`config.mk`:
```
export PLATFORM = sky130hd
export DESIGN_NAME = imem_loader
export DESIGN_NICKNAME = d
export VERILOG_FILES = /design/src/rtl/imem_loader.sv
export SDC_FILE = /design/constraint.sdc
export NUM_CORES = 1
export LEC_CHECK = 0
export ABC_CLOCK_PERIOD_IN_PS = 2900
export CAP_MARGIN = 10
export CORE_UTILIZATION = 44
export CTS_CLUSTER_SIZE = 12
export DETAILED_ROUTE_END_ITERATION = 12
export PLACE_DENSITY_LB_ADDON = 0.3
export SLEW_MARGIN = 15
export SYNTH_ARGS = -nofsm -noshare
export SYNTH_HDL_FRONTEND = slang
export SYNTH_SLANG_ARGS = --single-unit
```
`constraint.sdc`:
```
create_clock -name clk_i -period 2.9 [get_ports clk_i]
set_input_delay 0.58 -clock clk_i [delete_from_list [all_inputs] [get_ports clk_i]]
set_output_delay 0.58 -clock clk_i [all_outputs]
set_load 0.01 [all_outputs]
```
`src/rtl/imem_loader.sv`:
```
// Instruction-memory loader: assembles a length-prefixed little-endian byte stream
// into words, writes them sequentially and holds the core in reset until done.
module imem_loader #(
   parameter int addr_width = 32,
   parameter int data_width = 32,
   parameter int max_words  = 1024
) (
   input  logic                  clk_i,
   input  logic                  rst_ni,
   input  logic                  start_i,
   input  logic [addr_width-1:0] base_addr_i,
   input  logic [7:0]            byte_i,
   input  logic                  byte_valid_i,
   output logic                  byte_ready_o,
   output logic                  mem_we_o,
   output logic [addr_width-1:0] mem_addr_o,
   output logic [data_width-1:0] mem_data_o,
   output logic                  busy_o,
   output logic                  done_o,
   output logic                  err_o,
   output logic                  core_rst_no
);

   localparam int Bytes = data_width / 8;
   // Counter must also cover the 4-byte length header.
   localparam int CntW  = ($clog2(Bytes) > 2) ? $clog2(Bytes) : 2;

   typedef enum logic [1:0] {IDLE, LEN, DATA, WRITE} state_e;

   state_e                state_q;
   logic [CntW-1:0]       byte_cnt_q;
   logic [31:0]           len_q, word_cnt_q;
   logic [addr_width-1:0] base_q, addr_q;
   logic [data_width-1:0] word_q, data_q;
   logic                  ready_q, we_q, busy_q, done_q, err_q, core_rst_q;

   logic                  accept;
   logic [31:0]           len_d, word_cnt_d;
   logic [data_width-1:0] word_d;

   assign accept = byte_valid_i & ready_q;

   // NOTE: every always_comb output gets a default first so no latch is inferred.
   always_comb begin
      len_d      = len_q;
      word_d     = word_q;
      word_cnt_d = word_cnt_q + 32'd1;
      for (int k = 0; k < 4; k++) begin
         if (byte_cnt_q[1:0] == 2'(k)) len_d[8*k +: 8] = byte_i;
      end
      for (int k = 0; k < Bytes; k++) begin
         if (byte_cnt_q == CntW'(k)) word_d[8*k +: 8] = byte_i;
      end
   end

   // NOTE: sequential state uses non-blocking assignments only, so every register
   // samples the pre-edge values regardless of statement order.
   always_ff @(posedge clk_i or negedge rst_ni) begin
      if (!rst_ni) begin
         state_q    <= IDLE;
         byte_cnt_q <= '0;
         len_q      <= '0;
         word_cnt_q <= '0;
         base_q     <= '0;
         addr_q     <= '0;
         word_q     <= '0;
         data_q     <= '0;
         ready_q    <= 1'b0;
         we_q       <= 1'b0;
         busy_q     <= 1'b0;
         done_q     <= 1'b0;
         err_q      <= 1'b0;
         core_rst_q <= 1'b0;
      end else begin
         we_q <= 1'b0;
         case (state_q)
            IDLE: begin
               if (start_i) begin
                  state_q    <= LEN;
                  base_q     <= base_addr_i;
                  byte_cnt_q <= '0;
                  ready_q    <= 1'b1;
                  busy_q     <= 1'b1;
                  done_q     <= 1'b0;
                  err_q      <= 1'b0;
                  core_rst_q <= 1'b0;
               end
            end
            LEN: begin
               if (accept) begin
                  len_q      <= len_d;
                  byte_cnt_q <= byte_cnt_q + CntW'(1);
                  if (byte_cnt_q == CntW'(3)) begin
                     byte_cnt_q <= '0;
                     if (len_d == 32'd0) begin
                        state_q    <= IDLE;
                        ready_q    <= 1'b0;
                        busy_q     <= 1'b0;
                        done_q     <= 1'b1;
                        core_rst_q <= 1'b1;
                     end else if (len_d > 32'(max_words)) begin
                        state_q <= IDLE;
                        ready_q <= 1'b0;
                        busy_q  <= 1'b0;
                        err_q   <= 1'b1;
                     end else begin
                        state_q    <= DATA;
                        word_cnt_q <= '0;
                     end
                  end
               end
            end
            DATA: begin
               if (accept) begin
                  word_q     <= word_d;
                  byte_cnt_q <= byte_cnt_q + CntW'(1);
                  if (byte_cnt_q == CntW'(Bytes - 1)) begin
                     byte_cnt_q <= '0;
                     state_q    <= WRITE;
                     ready_q    <= 1'b0;
                     we_q       <= 1'b1;
                     addr_q     <= base_q + addr_width'(word_cnt_q) * addr_width'(Bytes);
                     data_q     <= word_d;
                  end
               end
            end
            WRITE: begin
               word_cnt_q <= word_cnt_d;
               if (word_cnt_d == len_q) begin
                  state_q    <= IDLE;
                  busy_q     <= 1'b0;
                  done_q     <= 1'b1;
                  core_rst_q <= 1'b1;
               end else begin
                  state_q <= DATA;
                  ready_q <= 1'b1;
               end
            end
            default: state_q <= IDLE;
         endcase
      end
   end

   assign byte_ready_o = ready_q;
   assign mem_we_o     = we_q;
   assign mem_addr_o   = addr_q;
   assign mem_data_o   = data_q;
   assign busy_o       = busy_q;
   assign done_o       = done_q;
   assign err_o        = err_q;
   assign core_rst_no  = core_rst_q;

endmodule

```
==> impl_results.md <==
- Origin of the critical flop-to-flop path: word_cnt_q[0]$_DFFE_PN0P_
- Syn Inst Count: 1108
- Vias in the first global route: 8967
- Final WS setup: 0.0586 ns
- Total global routing overflow: 0
- Post-synthesis net count: 1192
- PortBufs: 113
- WL per Instance: 18.1 µm
- CP max stage cell: o41a_1
- Commonest register cell after synthesis: dfrtp_1
- Hold Crit Class: in -> async
- Initial Utilization: 44.7%
- Ranking of synthesized cells by area: dfrtp_1, mux2_2, o21ai_0
- DR vias/cell: 5.62
- Clock tree from TritonCTS: built
- Fin crit period: 2.84 ns
- First-pass GRT wire length: 47200 µm
- Failing checks: DRC
- Worst reg-to-reg path cell count: 11
- Max incr delay on CP: 0.45 ns
- Area of the mapped netlist: 0.0108 mm²
- Drc violations: 2
- CP Class: reg -> reg
- CTS Buffer Depth: 2
- Root buf cell: clkbuf_16
- Worst setup EP type: flop
- Max frequency: 352 MHz
- Post-synth top area cell: dfrtp_1
- Final HPWL DP: 21200 µm
- Critical R2R Capture: byte_ready_o$_DFFE_PN0P_
- Number of synthesized flops with an enable pin: 0
- Final setup skew: 0.0138 ns
- Buf/Inv on CP: 3
- Routed Antenna Nets: 0
- CP top delay family: simple AND/OR/NAND/NOR gates
- Total wire length: 29700 µm
- Post-Syn Area per Cell: 9.79 µm²
- Final Hold Fails: 0
- Core footprint: 0.0242 mm²
- # Max-Cap Violations: 0
- Worst VDD drop: 480 µV
- # rows: 57
- Final Slew Violations: 0
- Outcome: finished with violations
- Area grow syn2layout: 30.7%
- Rel. slew slack: 53.8%
- Antenna violations before repair: 0
- Io pins: 114
- Fin nets: 1391
- Fin crit share: 98.0%
- TritonRoute pass-1 iters: 9
- Total clock sinks: 193
- CP dominant cell by count: buf_4
- Largest net degree at the start of global routing: 73
- Die ar.: 0.0253 mm²
- R2R setup slack: 0.06 ns
- Pre-CTS setup slack: -0.421 ns
- Crit path DAT: 3.17 ns
- Leakage: 6.29 nW
- Crit path launch type: flop
- Seq/Total Area, Yosys: 44.5%
- Synth top area share: 44.5%
- Die H: 159 µm
- Ys async rst share: 100%
- Final setup viols: 0
- Total power: 10.1 mW
- CP max FO: 8
- Total CTS buffers: 17
- Worst-path clk slew: 0.07 ns
- Gr usage total: 23.4%
- Diodes inserted: 0
- RSZ-0062 raised after global routing: true
- Worst-Margin Slew: 0.694 ns
- Critical path, cell by cell: ha_2, buf_4, and4_4, buf_4, nand4_4, buf_4, or2_2, nor2_1, o2111ai_2, o41a_1, o41ai_1
- Clock latency on the worst-skew pair: 0.44 ns
- Drt first-iter violations: 738
- Die width: 159 µm
- H-tree Lvls: 4
- Yosys reg bits: 193
- CP required: 3.23 ns
- DR vias: 9240
- RePlAce Congestion: 0.914
- Synth warn: 0
- Layout cells sized above 1: 23.7%
- Yosys cell types: 71
- P per Cell Area: 710 mW/mm²
[layer usage]
| metal | vias to the layer above | global-route usage, % | share of wire, % |
|---|---|---|---|
| met5 | - | 0 | 0 |
| met4 | 0 | 7.21 | 2.0 |
| met3 | 45 | 4.14 | 5.5 |
| met2 | 310 | 37.5 | 47 |
| met1 | 4484 | 32.3 | 46 |
| li1 | 4401 | - | - |
[synthesized netlist by cell type, types with 5 or more instances]
cell type  number
dfrtp_1       193
nand2_1       142
o21ai_0       121
mux2_2         81
nor2_1         53
xnor2_1        45
a21oi_1        42
clkbuf_1       39
ha_1           39
mux2i_1        33
nand3_1        30
inv_1          28
xor2_1         25
o31ai_1        23
nand4_1        17
nor3_1         15
nor4_1         15
buf_2          14
a21o_1         10
a31oi_1         9
and2_1          9
and4_1          8
nand2b_1        8
or3_1           8
a211oi_1        7
and3_1          7
buf_1           7
nor2b_1         7
o211ai_1        6
buf_4           5
o2111ai_1       5
o41ai_1         5
[repair_timing]
action                                  4_1_cts  5_1_grt
endpoints found under the setup margin       31       43
pin swaps                                    14       29
setup buffers                                 3        7
hold buffers                                  0        0
gates resized for setup                      25       61
[metrics by stage]
step           utilization [%]  instances  TNS [ns]  hold WS [ns]  area (µm²)
5_1_grt                   58.5       1643    -0.330         0.192       14200
3_3_place_gp              54.1       1603    -11.53         0.441       13100
2_1_floorplan                -       1108         0         0.284       10800
3_5_place_dp              54.1       1603    -12.51         0.460       13100
6_report                  58.5       1643         0         0.156       14200
4_1_cts                   57.0       1636   -0.0446         0.170       13800
[power breakdown]
| part | internal [mW] | total [mW] | switching (mW) |
|---|---|---|---|
| combinational | 1.92 | 3.70 | 1.79 |
| clock | 1.28 | 2.38 | 1.11 |
| sequential | 3.38 | 3.98 | 0.604 |
[layout by cell type, fill, tap and decap left out, drive strengths merged, types with 18 or more instances in the layout]
master and instances:
xor2 25, mux2 81, mux2i 33, o21ai 121
a21oi 42, inv 34, buf 132, nand4 18
dfrtp 193, nor2 53, nand3 31, clkdlybuf4s50 107
clkbuf 21, nand2 142, xnor2 45, ha 39
o31ai 23, nor4 18
[kinds of logic (layout without fill, tap and decap cells)]
family                     after synthesis  after routing  share of synthesized area, %
adders and majority gates               40             40                          4.68
and+or+nand+nor                        337            337                          15.4
xor gates and xnor gates                70             70                          5.65
muxes                                  114            114                          11.5
buffers and inverters                   94            305                          3.59
DFF                                    193            193                          44.5
AOI/OAI and AO/OA                      260            260                          14.7
[sequential cells by signal (all words and copies together) (netlist names), 2 cells and up]
name        count
byte_cnt_q      2
state_q         2
base_q         32
word_cnt_q     32
word_q         24
mem_data_o     32
mem_addr_o     32
len_q          32
[how the worst max path moves through the flow]
stage	startpoint	end	cells past startpoint
floorplan	word_cnt_q[0]$_DFFE_PN0P_	byte_ready_o$_DFFE_PN0P_	12
global placement	byte_i[2]	word_cnt_q[12]$_DFFE_PN0P_	10
detailed placement	byte_i[2]	word_cnt_q[12]$_DFFE_PN0P_	10
CTS	word_cnt_q[0]$_DFFE_PN0P_	byte_ready_o$_DFFE_PN0P_	11
global route	word_cnt_q[2]$_DFFE_PN0P_	byte_ready_o$_DFFE_PN0P_	11
finish	word_cnt_q[0]$_DFFE_PN0P_	byte_ready_o$_DFFE_PN0P_	11
[cell type report]
cell class	count	area, µm²
well taps	324	405
repair buffers	245	2240
multi-input cells	821	6000
inverters	29	109
fillers	2067	10100
clock inverters	11	120
clock buffers	20	467
flip-flops and latches	193	4830
No activity file was read; power rests on OpenSTA's default activity.
